`config.mk`:
```
export PLATFORM = sky130hd
export DESIGN_NAME = pwm_ramp_gen_flat
export DESIGN_NICKNAME = d
export VERILOG_FILES = /design/src/rtl/pwm_ramp_gen_pkg.sv /design/src/rtl/pwm_ramp_gen_if.sv /design/src/rtl/pwm_ramp_gen_duty_ramp_step.sv /design/src/rtl/pwm_ramp_gen.sv /design/src/flat_wrapper.sv
export SDC_FILE = /design/constraint.sdc
export NUM_CORES = 1
export LEC_CHECK = 0
export ABC_CLOCK_PERIOD_IN_PS = 4000
export CORE_ASPECT_RATIO = 1.4
export CORE_UTILIZATION = 39
export CTS_CLUSTER_DIAMETER = 60
export DETAILED_ROUTE_END_ITERATION = 7
export GPL_TIMING_DRIVEN = 0
export RECOVER_POWER = 50
export SYNTH_ARGS = -nofsm -noshare
export SYNTH_HDL_FRONTEND = slang
export SYNTH_HIERARCHICAL = 1
export SYNTH_SLANG_ARGS = --single-unit
```
`constraint.sdc`:
```
create_clock -name clk -period 4 [get_ports clk]
set_input_delay 1.2 -clock clk [delete_from_list [all_inputs] [get_ports clk]]
set_output_delay 1.2 -clock clk [all_outputs]
set_load 0.02 [all_outputs]
```
`src/rtl/pwm_ramp_gen_pkg.sv`:
```
`default_nettype none
// ============================================================================
//  Module      : pwm_ramp_gen_pkg
//  Description : Shared types and constants for the ramped PWM generator.
//  Revision    : 1.0 - initial release
// ============================================================================
package pwm_ramp_gen_pkg;

    // Default width of the upstream counter and of every duty value
    localparam int CNT_W_DEF = 8;

    // Last counter value of a period at the default width
    localparam logic [CNT_W_DEF-1:0] CNT_MAX = '1;

    // Duty-control state machine
    typedef enum logic [1:0] {
        ST_IDLE = 2'd0,
        ST_RAMP = 2'd1,
        ST_RUN  = 2'd2
    } state_t;

endpackage : pwm_ramp_gen_pkg
`default_nettype wire

```
`src/rtl/pwm_ramp_gen_if.sv`:
```
`default_nettype none
// ============================================================================
//  Module      : pwm_ramp_gen_if
//  Description : valid/ready duty-target load channel. The producer owns
//                duty_in/duty_valid, the PWM block owns duty_ready.
//  Revision    : 1.0 - initial release
// ============================================================================
interface pwm_ramp_gen_if #(
    parameter int CNT_W = pwm_ramp_gen_pkg::CNT_W_DEF
) ();

    logic [CNT_W-1:0] duty_in;
    logic             duty_valid;
    logic             duty_ready;

    // Producer side
    modport master (
        output duty_in,
        output duty_valid,
        input  duty_ready
    );

    // PWM generator side
    modport slave (
        input  duty_in,
        input  duty_valid,
        output duty_ready
    );

endinterface : pwm_ramp_gen_if
`default_nettype wire

```
`src/rtl/pwm_ramp_gen_duty_ramp_step.sv`:
```
`default_nettype none
// ============================================================================
//  Module      : duty_ramp_step
//  Description : Combinational saturating step of the duty value toward its
//                target. Never overshoots and never wraps in either
//                direction; done flags that the step lands on the target.
//  Revision    : 1.0 - initial release
// ============================================================================
module duty_ramp_step #(
    parameter int CNT_W   = pwm_ramp_gen_pkg::CNT_W_DEF,
    parameter int RAMP_EN = 1
) (
    input  logic [CNT_W-1:0] cur,
    input  logic [CNT_W-1:0] tgt,
    input  logic [CNT_W-1:0] step,
    output logic [CNT_W-1:0] next,
    output logic             done
);

    // Upward sum keeps a carry bit so cur+step cannot wrap past the top
    logic [CNT_W:0]   w_up_sum;
    // Remaining distance when moving down (only meaningful when cur > tgt)
    logic [CNT_W-1:0] w_gap_dn;

    // Move one step toward tgt, clamping to tgt when the step would pass it
    always_comb begin
        w_up_sum = {1'b0, cur} + {1'b0, step};
        w_gap_dn = cur - tgt;
        next     = tgt;
        if (tgt > cur) begin
            if (w_up_sum < {1'b0, tgt}) begin
                next = w_up_sum[CNT_W-1:0];
            end
        end else if (cur > tgt) begin
            if (w_gap_dn > step) begin
                next = cur - step;
            end
        end
        // Without ramping the target is taken in a single jump
        if (RAMP_EN == 0) begin
            next = tgt;
        end
        done = (next == tgt);
    end

endmodule : duty_ramp_step
`default_nettype wire

```
`src/rtl/pwm_ramp_gen.sv`:
```
`default_nettype none
// ============================================================================
//  Module      : pwm_ramp_gen
//  Description : PWM generator driven by an external free-running wrap
//                counter. Duty targets arrive over a valid/ready channel and
//                are applied only at period boundaries, ramping by STEP per
//                period (soft start / soft change).
//  Revision    : 1.0 - initial release
// ============================================================================
module pwm_ramp_gen
    import pwm_ramp_gen_pkg::*;
#(
    parameter int CNT_W   = CNT_W_DEF,
    parameter int STEP    = 16,
    parameter int RAMP_EN = 1
) (
    input  logic             clk,
    input  logic             rst_n,
    input  logic [CNT_W-1:0] cnt,
    input  logic             en,
    pwm_ramp_gen_if.slave    duty_if,
    output logic             pwm_out,
    output logic             period_end,
    output logic             busy,
    output logic [CNT_W-1:0] duty_act
);

    localparam logic [CNT_W-1:0] c_CNT_MAX = {CNT_W{1'b1}};
    localparam logic [CNT_W-1:0] c_STEP    = CNT_W'(STEP);

    // Handshake / target registers
    logic [CNT_W-1:0] r_target;
    logic [CNT_W-1:0] r_pend;
    logic             r_pend_valid;
    logic             r_duty_ready;

    // Duty control FSM and registered outputs
    state_t           r_state;
    logic [CNT_W-1:0] r_duty_act;
    logic             r_busy;
    logic             r_pwm_out;
    logic             r_period_end;

    logic             w_bnd;
    logic             w_accept;
    logic [CNT_W-1:0] w_tgt_res;
    logic [CNT_W-1:0] w_step_next;
    logic             w_step_done;

    // Boundary detect, transfer detect and the target that a boundary edge
    // resolves to: a coincident transfer bypasses pend, otherwise a pending
    // value wins over the stored target.
    always_comb begin
        w_bnd     = (cnt == c_CNT_MAX);
        w_accept  = duty_if.duty_valid && r_duty_ready;
        w_tgt_res = r_target;
        if (w_accept) begin
            w_tgt_res = duty_if.duty_in;
        end else if (r_pend_valid) begin
            w_tgt_res = r_pend;
        end
    end

    duty_ramp_step #(
        .CNT_W   (CNT_W),
        .RAMP_EN (RAMP_EN)
    ) u_step (
        .cur  (r_duty_act),
        .tgt  (w_tgt_res),
        .step (c_STEP),
        .next (w_step_next),
        .done (w_step_done)
    );

    // Duty load channel: park an accepted value in pend until the boundary,
    // where it (or a coincident transfer) becomes the target
    always_ff @(posedge clk or negedge rst_n) begin
        if (!rst_n) begin
            r_target     <= '0;
            r_pend       <= '0;
            r_pend_valid <= 1'b0;
            r_duty_ready <= 1'b1;
        end else if (w_bnd) begin
            r_target     <= w_tgt_res;
            r_pend_valid <= 1'b0;
            r_duty_ready <= 1'b1;
        end else if (w_accept) begin
            r_pend       <= duty_if.duty_in;
            r_pend_valid <= 1'b1;
            r_duty_ready <= 1'b0;
        end
    end

    // Duty FSM: disable wins immediately, otherwise duty moves only at bnd
    always_ff @(posedge clk or negedge rst_n) begin
        if (!rst_n) begin
            r_state    <= ST_IDLE;
            r_duty_act <= '0;
            r_busy     <= 1'b0;
        end else if (!en) begin
            r_state    <= ST_IDLE;
            r_duty_act <= '0;
            r_busy     <= 1'b0;
        end else if (w_bnd) begin
            unique case (r_state)
                ST_IDLE: begin
                    // Leave IDLE at duty 0; ramping starts on the next period
                    r_duty_act <= '0;
                    if (w_tgt_res == '0) begin
                        r_state <= ST_RUN;
                        r_busy  <= 1'b0;
                    end else begin
                        r_state <= ST_RAMP;
                        r_busy  <= 1'b1;
                    end
                end
                ST_RAMP, ST_RUN: begin
                    // In RUN with an unchanged target the step is a no-op
                    // and done holds the FSM in RUN
                    r_duty_act <= w_step_next;
                    if (w_step_done) begin
                        r_state <= ST_RUN;
                        r_busy  <= 1'b0;
                    end else begin
                        r_state <= ST_RAMP;
                        r_busy  <= 1'b1;
                    end
                end
                default: begin
                    r_state    <= ST_IDLE;
                    r_duty_act <= '0;
                    r_busy     <= 1'b0;
                end
            endcase
        end
    end

    // Registered PWM compare and period pulse; en gating forces the output
    // low on the same edge the FSM is sent to IDLE
    always_ff @(posedge clk or negedge rst_n) begin
        if (!rst_n) begin
            r_pwm_out    <= 1'b0;
            r_period_end <= 1'b0;
        end else begin
            r_pwm_out    <= en && (r_state != ST_IDLE) && (cnt < r_duty_act);
            r_period_end <= w_bnd;
        end
    end

    assign duty_if.duty_ready = r_duty_ready;
    assign pwm_out            = r_pwm_out;
    assign period_end         = r_period_end;
    assign busy               = r_busy;
    assign duty_act           = r_duty_act;

endmodule : pwm_ramp_gen
`default_nettype wire
```
`src/flat_wrapper.sv`:
```
// flat-port wrapper written by rule: the top's interface ports become plain ports
module pwm_ramp_gen_flat import pwm_ramp_gen_pkg::*;
#(
    parameter int CNT_W   = CNT_W_DEF,
    parameter int STEP    = 16,
    parameter int RAMP_EN = 1
)
  (clk, rst_n, cnt, en, pwm_out, period_end, busy, duty_act, duty_if_duty_in, duty_if_duty_valid, duty_if_duty_ready);
  pwm_ramp_gen_if #(.CNT_W(CNT_W)) duty_if_i ();
  input  logic clk;
  input  logic rst_n;
  input  logic [CNT_W-1:0] cnt;
  input  logic en;
  output logic pwm_out;
  output logic period_end;
  output logic busy;
  output logic [CNT_W-1:0] duty_act;
  input wire logic [$bits(duty_if_i.duty_in)-1:0] duty_if_duty_in;
  input wire logic [$bits(duty_if_i.duty_valid)-1:0] duty_if_duty_valid;
  output wire logic [$bits(duty_if_i.duty_ready)-1:0] duty_if_duty_ready;
  assign duty_if_i.duty_in = duty_if_duty_in;
  assign duty_if_i.duty_valid = duty_if_duty_valid;
  assign duty_if_duty_ready = duty_if_i.duty_ready;
  pwm_ramp_gen #(.CNT_W(CNT_W), .STEP(STEP), .RAMP_EN(RAMP_EN)) u_core (.clk(clk), .rst_n(rst_n), .cnt(cnt), .en(en), .duty_if(duty_if_i), .pwm_out(pwm_out), .period_end(period_end), .busy(busy), .duty_act(duty_act));
endmodule
```
==> reports/metrics.csv, run 1 <==
metric;value;unit
mux cell area share after synthesis;5.13;%
port bufs;30;
gr ovfl total;0;
critical path arrival;4.82;ns
power density cells;335;nW/um2
total track usage;25.1;%
Max Cap Viol;1;
core area;8660;um2
worst reg2reg setup slack;-0.34;ns
Worst Slack Setup Final;-0.635;ns
post-synth top area share;20.7;%
largest family of logic cells by synthesized area;simple AND/OR/NAND/NOR gates;
RSZ-0062 raised after global routing;true;
Adder-Cell Fraction of Synth Area;18.5;%
violation count after the first detailed-routing iteration;148;
Worst Hold Class;flip-flop to flip-flop;
fmax;216;MHz
leakage;2.12;nW
fin area;4900;um2
area grow syn2layout;39.6;%
Filler cells;792;
initial antenna violation count;0;
outcome;finished with violations;
Final Non-Filler Cells;626;
width of the die;82.2;um
Antenna Nets Post-Route;0;
synth unique cells;66;
DIE HEIGHT;114;um
routed wire length;11100;um
Synth Cell Area;3510;um2
post-synthesis async set-or-reset flop share;100;%
Critical Path Fanout Max;7;
Clock Latency Late Sink;0.27;ns
CP Capture Type;flip-flop;
Worst setup SP type;input port;
min Tclk post-route;4.63;ns
Die ar.;9390;um2
dpl cell area;4080;um2
CTS sink count;30;
vias per cell;5.49;
number of CTS-inserted buffers;5;
first-pass GRT wire length;17300;um
initial core utilization;40.6;%
Sequential Area;752;um2
Setup CP Type;input port to flip-flop;
Avg WL per Cell;17.7;um
share of cells above drive strength 1;24.4;%
Worst Skew;0.00477;ns
ANT cells;0;
Yosys Warn Count;6;
Final Max Slew Viols;31;
CTS root buffer;clkbuf_16;
Post-Synth Simple-Gate Area;21.2;%
final hold viol count;0;
complex-gate fraction of the synthesized area;20.7;%
routability cong.;0.964;
failing checks;capacitance limit, slew limit, setup timing;
placed cell count;582;
Post-synth EDFFs;0;
Setup-failing EPs final;10;
commonest cells in the netlist;nand2_1, ha_1, inv_1;
IO Pins;32;
Synth area leaders;dfrtp_1, ha_1, nand2_1, inv_1, xnor2_1;
Worst Tran Pin Value;1.61;ns
row cnt;40;
CTS tree;built;
Max-slew headroom;-7.14;%
Final Core Density;56.6;%
Final Net Count;590;
H-tree Lvls;2;
worst path required time;4.19;ns
period utilization;116;%
vias in the first global route;3410;
Gate Count Post-Synth;431;
DRC Markers;0;
Via Count;3437;
ys flop type;dfrtp_1;
clk slew on worst S/H paths;0.05;ns
xor/xnor share of the synthesized area;5.99;%
top-count cell post-synth;nand2_1;
HPWL Detailed;7910;um
Syn Area/Cell;8.15;um2
largest net degree at the start of global routing;31;
area leader, netlist;dfrtp_1;
footprint of the multi-input gates;3010;um2
Peak VDD IR;311;uV
clock tree buffer depth;2;
Pre-antenna DRT Iters;4;
register bit count reported by yosys;30;
Seq/Total Area, Yosys;21.4;%
==> metal layers <==
layer  global-route usage [%]  vias up  share of wire, %
met5                        0        -                 0
met4                     11.7        0               3.7
met3                     3.35       26               2.8
met2                     46.8       79                54
met1                     26.8     1622                39
li1                         -     1710                 -
==> worst max-delay path: stages <==
cell and delay [ns]:
buf_12 0.10, and2_4 0.18, o21ai_4 0.19, inv_2 0.08, ha_4 0.21, nor2b_4 0.12
o21ai_1 0.13, nand2b_1 0.09, a21o_1 0.18, a21oi_2 0.15, o21ai_1 0.08, xor2_1 0.15
ha_1 0.30, nand4_1 0.14, o22a_1 0.22, o31a_1 0.12, o21a_1 0.16, clkbuf_8 0.17
a311o_1 0.29, nor4_4 0.32, inv_1 0.08, o211ai_2 0.17
==> sequential cells by signal (all words and copies together), names as in the netlist <==
register                   cells
u_core/duty_act                8
u_core/r_pend                  8
u_core/r_target                8
u_core/busy                    1
u_core/duty_if.duty_ready      1
u_core/period_end              1
u_core/pwm_out                 1
u_core/r_pend_valid            1
u_core/r_state                 1
==> stage by stage <==
| step | total power, mW | hold WS (ns) | setup WS, ns | setup TNS, ns |
|---|---|---|---|---|
| global placement | 0.955 | 0.461 | -1.43 | -12.83 |
| detailed placement | 0.965 | 0.463 | -1.51 | -13.42 |
| CTS | 1.57 | 0.476 | -0.654 | -4.60 |
| finish | 1.64 | 0.471 | -0.635 | -4.45 |
| floorplan | 0.812 | 0.445 | -0.764 | -5.74 |
| global route | 1.74 | 0.507 | -0.834 | -6.26 |
==> final timing paths <==
| check | start | end | depth (start not counted) |
|---|---|---|---|
| hold / removal | u_core/r_target[5] | u_core/r_target[5] | 2 |
| min in group asynchronous | rst_n | u_core/r_pend[5] | 1 |
| setup / recovery | duty_if_duty_valid | u_core/r_state[1] | 22 |
| max in group asynchronous | rst_n | u_core/pwm_out | 1 |
| setup reg to reg | u_core/duty_if.duty_ready | u_core/r_state[1] | 20 |
| hold reg to reg | u_core/r_target[5] | u_core/r_target[5] | 2 |
==> cell type report <==
class / instances / area share (%)
clock buffer: 6 / 2.83
timing repair buffer: 67 / 12.4
clock inverter: 2 / 0.255
inverter: 36 / 2.81
tap: 105 / 2.68
multi-input combinational: 363 / 61.3
buffer: 17 / 2.35
sequential: 30 / 15.3
==> cells in the final DEF, fill, tap and decap left out, types with 6 or more instances in the layout <==
master,instances
ha_1,39
a21oi_1,12
nor2_1,18
conb_1,18
a21boi_1,6
mux2i_1,9
ha_4,8
inv_1,28
mux2_2,8
buf_4,30
xor2_1,10
o21ai_0,10
nand2b_1,10
clkbuf_1,10
inv_2,6
nand4_1,8
dfrtp_1,29
o21ai_4,8
a21o_1,7
buf_6,10
nand2_1,52
nor3_1,10
clkdlybuf4s50_1,24
xnor2_1,13
nand3_1,20
==> where the power goes <==
part | total [mW] | internal, mW | switching, mW | leakage (nW)
logic | 0.930 | 0.460 | 0.471 | 1.64
clock network | 0.379 | 0.246 | 0.133 | 0.0729
registers | 0.331 | 0.322 | 0.00886 | 0.404
==> kinds of logic after synthesis <==
family	Yosys count
compound gates	102
xor+xnor	24
fa+ha+maj	50
buf+inv	54
flops	30
mux	17
other cells	2
simple gates	152
==> what timing repair did <==
item | 4_1_cts | 5_1_grt
resized for setup | 72 | 24
setup buffers | 34 | 6
hold buffers | 0 | 0
pin swaps | 30 | 23
gates cloned | 2 | 0
endpoints found under the setup margin | 10 | 10
Power figures use the tool's default switching activity.
==> run 2, diff against run 1 <==
Settings changed: RECOVER_POWER 50 to 100, SKIP_CTS_REPAIR_TIMING set to 1.
==> run 2 against run 1 <==
  * The flow still finishes with violations (capacitance limit, slew limit, setup timing)
  * Via count about the same
  * Setup slack worse by 0.19 ns
  * Hold slack is essentially flat
  * Flip-flop and latch count is the same
  * Global-route usage is 2.4 points lower
  * Combinational power decreased by 9.9%
  * Power fell by 5.6%
  * Maximum frequency is 3.9% lower
  * Clock skew down 0.00081 ns
  * Sequential share of layout area rose by 0.62 points
  * Highest routed layer unchanged
==> reports/metrics.csv, run 2 (synthesized netlist as in run 1, its figures left out) <==
metric;value;unit
Critical path buffers and inverters;5;
leakage;2.14;nW
share of cells above drive strength 1;21.4;%
core area;8660;um2
CP most frequent cell;o21ai_1;
power density cells;329;nW/um2
share of power burned in combinational logic;54.1;%
Hold Crit Start;u_core/r_target[5];
Worst Tran Pin Value;1.61;ns
Setup-failing EPs final;10;
HPWL Detailed;7910;um
DIE HEIGHT;114;um
initial antenna violation count;0;
Hold Path Stages;2;
Worst setup SP type;input port;
area grow syn2layout;34.2;%
Worst Hold Class;flip-flop to flip-flop;
max incr delay on CP;0.35;ns
Reg power frac;21.4;%
Avg WL per Cell;17.2;um
critical path arrival;5.01;ns
Pre-antenna DRT Iters;4;
fin area;4710;um2
vias in the first global route;3156;
Total Power;1.55;mW
Max-slew headroom;-7.51;%
Die ar.;9390;um2
Final Net Count;582;
ANT cells;0;
footprint of the multi-input gates;2890;um2
Max Cap Viol;1;
most frequent cells in the layout;nand2_1, ha_1, dfrtp_1;
switching share of total power;37.3;%
fmax;207;MHz
clock power share;24.5;%
Psw;577;uW
clock tree buffer depth;2;
IO Pins;32;
CTS tree;built;
initial core utilization;40.6;%
number of CTS-inserted buffers;5;
Peak VDD IR;302;uV
Sequential Area;752;um2
Hold Path Sink;u_core/r_target[5];
RSZ-0062 raised after global routing;true;
row cnt;40;
vias per cell;5.56;
failing checks;capacitance limit, slew limit, setup timing;
Worst Slack Setup Final;-0.823;ns
total track usage;22.6;%
port bufs;30;
Critical Path Fanout Max;6;
Final Core Density;54.4;%
final hold viol count;0;
Clock Latency Late Sink;0.28;ns
CTS sink count;30;
clk slew on worst S/H paths;0.05;ns
DRC Markers;0;
width of the die;82.2;um
routed wire length;10600;um
min Tclk post-route;4.82;ns
routability cong.;0.964;
Final Non-Filler Cells;618;
reg2reg start;u_core/duty_if.duty_ready;
most common cell after layout, fill and taps aside;nand2_1;
CP top delay family;compound AO/OA/AOI/OAI gates;
H-tree Lvls;2;
worst hold slack;0.470;ns
gr ovfl total;0;
Filler cells;808;
CP cell instances;buf_12, and2_4, buf_4, o21ai_4, inv_4, ha_4, o21ai_1, nand2b_1, a21o_1, a21oi_2, o21ai_1, xor2_1, ha_1, nand4_1, o22a_1, o31a_1, o21a_4, buf_8, o21ai_0, nand3b_1, nor4_4, inv_1, o211ai_2;
largest net degree at the start of global routing;31;
Final Max Slew Viols;31;
Worst Skew;0.00395;ns
Antenna Nets Post-Route;0;
dpl cell area;4080;um2
Via Count;3439;
period utilization;121;%
RR Endpoint;u_core/r_state[1];
CP Capture Type;flip-flop;
first-pass GRT wire length;15700;um
CP max-delay cell;nor4_4;
internal cell power;971;uW
Setup CP Type;input port to flip-flop;
violation count after the first detailed-routing iteration;187;
worst path required time;4.19;ns
outcome;finished with violations;
CTS root buffer;clkbuf_16;
Worst R2R Path Depth;21;
worst reg2reg setup slack;-0.48;ns
placed cell count;582;
## run 2: cell types whose count changed in the layout (fill, tap and decap cells not counted), sizes merged, moves of 2 or more
| cell | change |
|---|---|
| dlygate4sd2 | -2 |
| buf | -9 |
| dlygate4sd3 | +12 |
| dlymetal6s2s | +2 |
| clkdlybuf4s50 | -11 |
## run 2: worst reg2reg max path: stages, from the launching register on
cell and delay (ns):
dfstp_2 0.54, buf_6 0.15, and2_2 0.27, o21ai_4 0.13
ha_4 0.19, fa_2 0.34, nand2b_4 0.17, a21oi_4 0.16
a21o_1 0.15, a21oi_2 0.07, xnor2_2 0.13, ha_1 0.32
nand4_1 0.15, o22a_1 0.25, o31a_1 0.16, o21a_4 0.16
buf_8 0.13, o21ai_0 0.12, nand3b_1 0.20, nor4_4 0.35
inv_1 0.09, o211ai_2 0.17
## run 2: per-layer routing
layer	track usage [%]	routed length, um	up-vias
met1	24.4	4100	1630
met5	0	0	-
met3	2.71	371	35
li1	-	-	1686
met2	42.2	5640	88
met4	10.6	493	0
## run 2: area by class of cell
class | instances | share of cell area [%]
repair buffers | 58 | 11.4
well taps | 105 | 2.79
inverters | 36 | 3.00
multi-input cells | 364 | 61.3
clock inverters | 2 | 0.266
plain buffers | 17 | 2.34
flip-flops and latches | 30 | 16.0
clock buffers | 6 | 2.95
## run 2: through the flow
step | setup WS (ns) | TNS, ns
finish | -0.823 | -5.48
detailed placement | -1.51 | -13.42
global placement | -1.43 | -12.83
floorplan | -0.764 | -5.74
CTS | -1.24 | -10.66
global route | -1.02 | -7.20
## run 2: power by group through the flow
stage / logic [mW] / clock network (mW) / registers, mW
after floorplan: 0.478 / 0 / 0.334
after global placement: 0.620 / 0 / 0.335
after detailed placement: 0.629 / 0 / 0.336
after CTS: 0.633 / 0.386 / 0.331
after global routing: 0.905 / 0.400 / 0.332
final: 0.838 / 0.379 / 0.332
## run 2: worst max path at each step
stage                                   from                 to  cells past startpoint
after detailed placement  duty_if_duty_in[0]  u_core/r_state[1]                     19
after CTS                 duty_if_duty_in[0]  u_core/r_state[1]                     19
after global placement    duty_if_duty_in[0]  u_core/r_state[1]                     19
final                     duty_if_duty_valid  u_core/r_state[1]                     23
after global routing      duty_if_duty_valid  u_core/r_state[1]                     23
after floorplan           duty_if_duty_valid  u_core/r_state[1]                     23
==> run 3, diff against run 2 <==
Settings changed: ABC_CLOCK_PERIOD_IN_PS 4000 to not set, CORE_UTILIZATION 39 to 42.
==> run 3 against run 2 <==
  * The run still ends with capacitance limit, slew limit, setup timing left
  * Critical path depth fell by 2
  * Clock-buffer cell count rose by 1
  * Die area fell by 7.0%
  * Via count fell by 0.49%
  * Maximum frequency rose by 1.6%
  * Hold slack improved by 0.0069 ns
  * Power fell by 0.33%
  * Highest routed layer unchanged
==> reports/metrics.csv, run 3 (synthesized netlist as in run 1, its figures left out) <==
metric;value;unit
max incr delay on CP;0.35;ns
CTS root buffer;clkbuf_16;
Peak VDD IR;353;uV
Setup-failing EPs final;10;
clk slew on worst S/H paths;0.05;ns
most frequent cells in the layout;nand2_1, ha_1, buf_4;
DIE HEIGHT;110;um
Reg power frac;21.5;%
failing checks;capacitance limit, slew limit, setup timing;
DRC Markers;0;
critical path arrival;4.94;ns
CP Capture Type;flip-flop;
share of cells above drive strength 1;22.1;%
area grow syn2layout;34.8;%
switching share of total power;37.0;%
width of the die;79.3;um
core area;8150;um2
Filler cells;726;
first-pass GRT wire length;15700;um
violation count after the first detailed-routing iteration;148;
Antenna Nets Post-Route;0;
ANT cells;0;
IO Pins;32;
gr ovfl total;0;
worst path required time;4.20;ns
Worst Skew;0.00362;ns
row cnt;39;
DP Worst Slack;-1.44;ns
worst hold slack;0.477;ns
Final Net Count;586;
Sequential Area;752;um2
Final Non-Filler Cells;619;
leakage;2.13;nW
Pre-antenna DRT Iters;4;
port bufs;30;
Psw;571;uW
min Tclk post-route;4.75;ns
Critical Path Fanout Max;8;
Critical path buffers and inverters;3;
largest net degree at the start of global routing;31;
CP max-delay cell;o21ai_4;
total track usage;23.8;%
Setup CP Type;input port to flip-flop;
most common cell after layout, fill and taps aside;nand2_1;
share of power burned in combinational logic;54.3;%
Via Count;3422;
number of CTS-inserted buffers;5;
internal cell power;972;uW
final hold viol count;0;
CP cell instances;buf_12, and2_4, buf_4, o21ai_4, ha_4, fa_2, nand2b_4, a21oi_4, a21o_1, a21oi_2, xnor2_1, ha_1, a21oi_2, nand2_1, a21o_1, o21ai_4, a21oi_1, nand3b_1, nor4_4, inv_1, o211ai_2;
Total Power;1.54;mW
Clock Latency Late Sink;0.27;ns
routed wire length;10600;um
setup TNS;-4.87;ns
CP top delay family;compound AO/OA/AOI/OAI gates;
period utilization;119;%
fmax;211;MHz
Worst Tran Pin Value;1.66;ns
Die ar.;8740;um2
clock power share;24.2;%
Worst Slack Setup Final;-0.746;ns
outcome;finished with violations;
Worst setup SP type;input port;
initial antenna violation count;0;
Final Max Slew Viols;31;
power density cells;326;nW/um2
CTS sink count;30;
Max Cap Viol;1;
vias per cell;5.53;
vias in the first global route;3165;
clock tree buffer depth;2;
Worst Hold Class;flip-flop to flip-flop;
H-tree Lvls;2;
HPWL Detailed;7860;um
initial core utilization;43.1;%
Avg WL per Cell;17.1;um
RSZ-0062 raised after global routing;true;
footprint of the multi-input gates;2910;um2
CTS tree;built;
routability cong.;0.912;
Max-slew headroom;-10.4;%
placed cell count;579;
[run 3: area by class of cell]
cell class	count	area share (%)
sequential	30	15.9
buffer	17	2.32
clock buffer	7	3.01
inverter	36	2.93
clock inverter	1	0.106
timing repair buffer	61	11.7
multi-input combinational	365	61.4
tap	102	2.69
[run 3: stage by stage]
| stage | util [%] | cell area [um2] |
|---|---|---|
| 6_report | 58.1 | 4740 |
| 5_1_grt | 58.1 | 4740 |
| 4_1_cts | 51.9 | 4230 |
| 3_5_place_dp | 50.1 | 4080 |
| 3_3_place_gp | 50.1 | 4080 |
| 2_1_floorplan | - | 3650 |
[run 3: metal layers]
metal	part of all wire, %	track usage (%)	wire length [um]
met1	40	26.1	4270
met3	2.5	1.81	270
met4	3.6	11.0	386
met5	0	0	0
met2	53	46.0	5660
[run 3: final timing paths]
check	from	to	slack, ns	cells past startpoint
setup reg to reg	u_core/duty_if.duty_ready	u_core/r_state[1]	-0.42	21
min in group asynchronous	rst_n	u_core/r_target[4]	1.35	1
max in group asynchronous	rst_n	u_core/duty_act[1]	1.69	1
hold reg to reg	u_core/r_target[3]	u_core/r_target[3]	0.48	2
setup / recovery	duty_if_duty_valid	u_core/r_state[1]	-0.75	21
hold / removal	u_core/r_target[3]	u_core/r_target[3]	0.48	2
[run 3: worst min-delay path, cell delays in order (launching register included)]
cell and delay, ns:
dfrtp_1 0.34, nand2_1 0.05, nand2_1 0.06
[run 3: power by group through the flow]
stage	clock network, mW	logic (mW)	registers, mW
after floorplan	0	0.478	0.334
after CTS	0.384	0.634	0.331
after global placement	0	0.620	0.335
after detailed placement	0	0.629	0.336
after global routing	0.391	0.904	0.333
final	0.373	0.838	0.332
